<file path="config.mk">
export PLATFORM = sky130hd
export DESIGN_NAME = mem_port_arbiter
export DESIGN_NICKNAME = d
export VERILOG_FILES = /design/src/rtl/mem_arb_pkg.sv /design/src/rtl/mem_port_arbiter.sv
export SDC_FILE = /design/constraint.sdc
export NUM_CORES = 1
export LEC_CHECK = 0
export ABC_AREA = 1
export CORE_UTILIZATION = 33
export DETAILED_ROUTE_END_ITERATION = 8
export PLACE_DENSITY = 0.76
export SLEW_MARGIN = 20
export SYNTH_ARGS = -nofsm -noshare
export SYNTH_HDL_FRONTEND = slang
export SYNTH_SLANG_ARGS = --single-unit
</file>
<file path="constraint.sdc">
create_clock -name clk -period 1.4 [get_ports clk]
set_clock_uncertainty 0.15 [all_clocks]
set_input_delay 0.42 -clock clk [delete_from_list [all_inputs] [get_ports clk]]
set_output_delay 0.42 -clock clk [all_outputs]
set_load 0.005 [all_outputs]
</file>
<file path="src/rtl/mem_arb_pkg.sv">
// Shared types for the instruction/data memory port arbiter:
// arbiter state encoding and the latched memory request record.
package mem_arb_pkg;

  typedef enum logic [2:0] {
    IDLE   = 3'd0,
    BUSY_I = 3'd1,
    BUSY_D = 3'd2,
    DONE_I = 3'd3,
    DONE_D = 3'd4
  } arb_state_e;

  typedef struct packed {
    logic        read;
    logic        write;
    logic [3:0]  wmask;
    logic [31:0] address;
    logic [31:0] wdata;
  } mem_req_t;

  localparam mem_req_t REQ_NONE = '0;

endpackage

</file>
<file path="src/rtl/mem_port_arbiter.sv">
// Shares one single-ported memory between the fetch side (read-only) and the
// load/store side; one transfer at a time, memory port driven only from registers.
module mem_port_arbiter
  import mem_arb_pkg::*;
#(
  parameter int RR_MODE = 1
) (
  input  logic        clk,
  input  logic        rst_n,
  input  logic        i_read,
  input  logic [31:0] i_address,
  output logic        i_resp,
  output logic [31:0] i_rdata,
  input  logic        d_read,
  input  logic        d_write,
  input  logic [3:0]  d_wmask,
  input  logic [31:0] d_address,
  input  logic [31:0] d_wdata,
  output logic        d_resp,
  output logic [31:0] d_rdata,
  output logic        mem_read,
  output logic        mem_write,
  output logic [3:0]  mem_wmask,
  output logic [31:0] mem_address,
  output logic [31:0] mem_wdata,
  input  logic        mem_resp,
  input  logic [31:0] mem_rdata
);

  localparam logic RR_EN = (RR_MODE != 0);

  arb_state_e  state_q, state_d;
  mem_req_t    req_q, req_d;
  logic [31:0] rdata_q, rdata_d;
  logic        last_d_q, last_d_d;
  logic        d_req;
  logic        grant_d;

  assign d_req = d_read | d_write;
  // On conflict D wins unless round-robin is enabled and D had the last turn.
  assign grant_d = d_req & (~i_read | ~RR_EN | ~last_d_q);

  always_comb begin
    state_d  = state_q;
    req_d    = req_q;
    rdata_d  = rdata_q;
    last_d_d = last_d_q;
    case (state_q)
      IDLE: begin
        if (grant_d) begin
          req_d.read    = d_read;
          req_d.write   = d_write;
          req_d.wmask   = d_wmask;
          req_d.address = d_address;
          req_d.wdata   = d_wdata;
          state_d       = BUSY_D;
        end else if (i_read) begin
          req_d         = REQ_NONE;
          req_d.read    = 1'b1;
          req_d.address = i_address;
          state_d       = BUSY_I;
        end
      end
      BUSY_I, BUSY_D: begin
        if (mem_resp) begin
          rdata_d     = mem_rdata;
          last_d_d    = (state_q == BUSY_D);
          // Clearing the strobes here makes the port idle during DONE.
          req_d.read  = 1'b0;
          req_d.write = 1'b0;
          state_d     = (state_q == BUSY_D) ? DONE_D : DONE_I;
        end
      end
      DONE_I, DONE_D: state_d = IDLE;
      default:        state_d = IDLE;
    endcase
  end

  always_ff @(posedge clk) begin
    if (!rst_n) begin
      state_q  <= IDLE;
      req_q    <= REQ_NONE;
      rdata_q  <= '0;
      last_d_q <= 1'b0;
    end else begin
      state_q  <= state_d;
      req_q    <= req_d;
      rdata_q  <= rdata_d;
      last_d_q <= last_d_d;
    end
  end

  assign mem_read    = req_q.read;
  assign mem_write   = req_q.write;
  assign mem_wmask   = req_q.wmask;
  assign mem_address = req_q.address;
  assign mem_wdata   = req_q.wdata;

  assign i_resp  = (state_q == DONE_I);
  assign d_resp  = (state_q == DONE_D);
  assign i_rdata = rdata_q;
  assign d_rdata = rdata_q;

endmodule

</file>
---- After elaboration in Yosys (flattened, before gate mapping) ----
Cells that the tools add are included.
Widths: inputs -> output; s select.
cells by class
  equal/unequal tests ..................... 6
  muxes and demuxes ....................... 9
  bitwise logic cells ..................... 5
  reduce and logical (&&, ||, !) cells .... 8
operators by type and width
  operator            count
  $mux 70             2
  $mux 3              4
  $eq 3x2->1 const B  2
  $pmux 3 s2          1
  $reduce_and 2->1    3
  $pmux 2 s2          1
  $reduce_bool 2->1   2
  $eq 3x1->1 const B  1
  $eq 3x3->1 const B  1
  $logic_not 3->1     1
  $ne 3x3->1 const B  1
  $reduce_and 3->1    1
  $mux 2              1
  $ne 2x2->1 const B  1
  $not 1->1           2
  $or 1x1->1          2
  $reduce_or 2->1     1
  $and 1x1->1         1
storage, ports and cells
  register bits ........................... 106
  input bits .............................. 138
  output and inout bits ................... 136

---- Longest topological paths before layout ----
  depth after elaboration ................. 5
  mapped depth ............................ 8

---- Worst setup path after synthesis ----
No wires, ideal clock.
  path kind ............................... input -> register
  start ................................... input i_read
  end ..................................... register req_q (netlist bit mem_address[0])
  setup time .............................. 0.117 ns
  arrival time ............................ 1.170 ns
  data required time ...................... 1.133 ns
  path slack .............................. -0.037 ns
  stages .................................. 6
  path buffers ............................ 2
  path through ............................ nor3_2 -> nor2_4 -> buf_6 -> buf_6 -> o21ai_0 -> nor2_1
between the ends
  longest elaborated chain between the ends .. 5
RTL lines
  item                         line                    RTL
  from (decl)                  mem_port_arbiter.sv:10  input logic i_read,
  $not 1->1                    mem_port_arbiter.sv:41  assign grant_d = d_req & (~i_read | ~RR_EN | ~last_d_q);
  $or 1x1->1                   mem_port_arbiter.sv:41
  $and 1x1->1                  mem_port_arbiter.sv:41
  $reduce_bool 2->1 (no line)  n/a
  $reduce_and 2->1 (no line)   n/a
  to (signal assigned)         mem_port_arbiter.sv:87  req_q <= req_d;
  to (decl)                    mem_port_arbiter.sv:33  mem_req_t req_q, req_d;
Parallel ways exist; a longest one is shown, timed or not.
A chain may end at the register's enable or synchronous reset.

---- Worst setup path after layout ----
  start ................................... register state_q[1]
  end ..................................... register rdata_q[7] (netlist: d_rdata[7])
between the ends
  longest elaborated chain between the ends .. 3
RTL lines
  item                                             line                    RTL
  from (decl)                                      mem_port_arbiter.sv:32  arb_state_e state_q, state_d;
  from (signal assigned)                           mem_port_arbiter.sv:86  state_q <= state_d;
  $eq 3x2->1 / $eq 3x1->1 (equally long branches)  mem_port_arbiter.sv:48  case (state_q)
  $reduce_or 2->1 (*)                              mem_port_arbiter.sv:48
  $reduce_and 2->1 (no line) (*)                   n/a
  to (signal assigned)                             mem_port_arbiter.sv:88  rdata_q <= rdata_d;
  to (decl)                                        mem_port_arbiter.sv:34  logic [31:0] rdata_q, rdata_d;
Mark *: on every way between the ends. The rest lies on a longest branch, timed or not.

==> metrics <==
DIE WIDTH=117.2 um; H-tree depth=3; worst flop-to-flop path startpoint=state_q[1]; Setup crit start=state_q[1]; CP peak stage delay=340 ps; Hold Path Origin=rst_n; post-layout minimum cycle time=1686 ps; final setup fails=124; PD cells=1499 nW/um2; initial antenna violation count=0; via count=5117; WP data arrival=1770 ps; Synth Area in Compound Gates=0.1619; final period utilization=1.205; Cells after DPL=996; number of buffers created by CTS=9; Clock power frac=0.198; Starting DRT DRC Count=212; post-synth top area cell=dfxtp_1; setup_tns=-24530 ps; fmax=0.5930 GHz; Comb power frac=0.484; Synth Area in XOR/XNOR=0; Flop pwr share=0.318; Final Slew Violations=0; critical path fanouts, max=8; relative slew slack=0.8136; commonest non-fill, non-tap cells in the layout=clkdlybuf4s50_1 (133), nand2_1 (113), buf_2 (105); worst-case clock buffer depth=2; Max Cap Violations=0; dpl cell area=7189 um2; io pins=274; # DRC=0; Int Power=0.008671 W; crit path kind=flop to flop; synthesis-to-layout area growth=98.32%; Warnings, synthesis=0; adder-cell share of the synthesized area=0; area share of the largest cell type after synthesis=0.4842; antenna-violating nets left=0; Synth Area in Simple Gates=0.2392; DIE HEIGHT=117.2 um; CP required=1480 ps; main combinational cell family by area after synthesis=simple AND/OR/NAND/NOR gates; Critical Path, Cell by Cell=buf_6 > buf_4 > nand3_4 > nand2_4 > nand2_8 > clkinv_8 > buf_12 > clkbuf_16 > nor2_4 > nor2_1; reg2reg end=d_rdata[7]; GPL Wtd Cong=0.7513; failing checks=negative setup slack; CTS clock-pin slew for the worst setup and hold paths=70 ps; top post-synthesis cells by area=dfxtp_1 (48%), nand2_1 (13%), nor2_1 (8.9%); FF+latch count, synth=106; syn_nets=728; Max VDD drop=0.0006681 V; # rows=41; multiplexer area fraction after synthesis=0; Pleak=3.875 nW; antenna diode count=0; Initial Utilization=0.3431; CTS Root Cell=clkbuf_16; status=complete, but fails checks; HP Class=input pin to flop; Endpoint, Worst Hold=mem_address[8]; vias per cell=4.725; final hold slack=248.0 ps; WHS Path Cells=3; Clock Latency Late Sink=340 ps; Die ar.=13750 um2; # fillers=1001; total wire length=17370 um; mean post-synth cell area=7.429 um2; Worst-Margin Slew=278.8 ps; clock sink total=106; overall global routing resource usage=0.2094; RSZ-0062 raised after global routing=yes; hold-fix buffers at CTS=0; Final WS setup=-286.4 ps; core area=12770 um2; Seq/Total Area, Yosys=0.4842; first-pass GRT wire length=22190 um; # port buffers=273; sw frac=0.3345; CP Capture Type=flop; most common cell after layout, fill and taps aside=clkdlybuf4s50_1; drt first pass iters=4; Worst setup SP type=flop; final core occ=0.6805; TritonCTS clock tree=done; R2R cell count=10; final hold violation count=0; Overflow after GRT=0; slowest CP cell=dfxtp_2; mapped cell area=4383 um2; layout cells sized above 1=0.5423; Syn Inst Count=590; reg2reg setup slack=-290 ps; largest net degree at the start of global routing=42; design area=8692 um2; Total Nets Final=1044; NetSw=0.004357 W; vias in the first global route=4528; wire length per cell=16.04 um; Layout Cells excl Fill=1083; Netlist cell types=22; Post-DP HPWL=9586 um
==> state kept, by name, summed over array words and instances (netlist names) <==
name and cells:
d_rdata 32, mem_address 32, mem_wdata 32, mem_wmask 4
state_q 3, last_d_q 1, mem_read 1, mem_write 1
==> cell type report <==
class | instances | area [um2] | area share
Clock buffer | 12 | 246.5 | 0.02836
Tap cell | 172 | 215.2 | 0.02476
Clock inverter | 4 | 51.30 | 0.005902
Multi-Input combinational cell | 405 | 2301 | 0.2647
Inverter | 11 | 56.30 | 0.006478
Timing Repair Buffer | 373 | 3567 | 0.4104
Sequential cell | 106 | 2255 | 0.2594
==> cells in the mapped netlist <==
library cell / number
buf_2: 8
inv_1: 8
a21oi_1: 72
nand2_4: 1
o21ai_0: 47
o21ai_1: 18
nor3_1: 2
nor2_4: 3
buf_6: 7
nand3_1: 3
nand4_1: 1
nand2_2: 2
inv_2: 3
nand2_1: 149
nor3_2: 1
o211ai_1: 1
o21ai_4: 1
clkbuf_2: 1
buf_4: 38
nor2_1: 104
clkbuf_1: 14
dfxtp_1: 106
==> how the worst max path moves through the flow <==
stage	slack [ps]	to	cells past startpoint
global placement	-610	mem_wdata[11]	7
floorplan	-4	mem_address[10]	8
detailed placement	-670	mem_wdata[12]	7
CTS	-240	mem_wdata[26]	9
finish	-290	d_rdata[7]	10
global route	-360	d_rdata[6]	10
==> critical path, delay by kind of cell (launching register included) <==
kind          cells  cell delay [ps]
simple gates      5              430
buf+inv           5              660
flops             1              340
==> timing repair <==
item                                    in CTS  in global routing
endpoints found under the setup margin     241                146
pin swaps                                    8                 57
resized for setup                          695                203
gates cloned                                 7                 14
buffers inserted                            39                 16
==> routing by layer <==
metal / track usage / up-vias / wire (um)
li1: - / 2496 / -
met3: 0.05613 / 37 / 1371
met1: 0.2301 / 2368 / 6641
met5: 0 / - / 0
met2: 0.3737 / 216 / 8856
met4: 0.09958 / 0 / 502
==> cell families (layout without fill, tap and decap cells) <==
group	after synthesis	after routing
buffers and inverters	79	400
AO/OA/AOI/OAI	139	139
flip-flops	106	106
AND/OR/NAND/NOR	266	266
==> per-stage QoR <==
stage | total power (W) | setup slack, ps
4_1_cts | 0.01154 | -236.9
5_1_grt | 0.01376 | -356.6
6_report | 0.01303 | -286.4
2_1_floorplan | 0.006113 | -3.783
3_5_place_dp | 0.008311 | -671.8
3_3_place_gp | 0.008258 | -611.6
==> power groups by stage <==
| stage | clock (W) | sequential, W | combinational (W) |
|---|---|---|---|
| finish | 0.00258 | 0.00415 | 0.00631 |
| global route | 0.00274 | 0.00422 | 0.00680 |
| CTS | 0.00262 | 0.00407 | 0.00484 |
| detailed placement | 0 | 0.00406 | 0.00425 |
| global placement | 0 | 0.00404 | 0.00422 |
| floorplan | 0 | 0.00409 | 0.00202 |
Power figures use the tool's default switching activity.
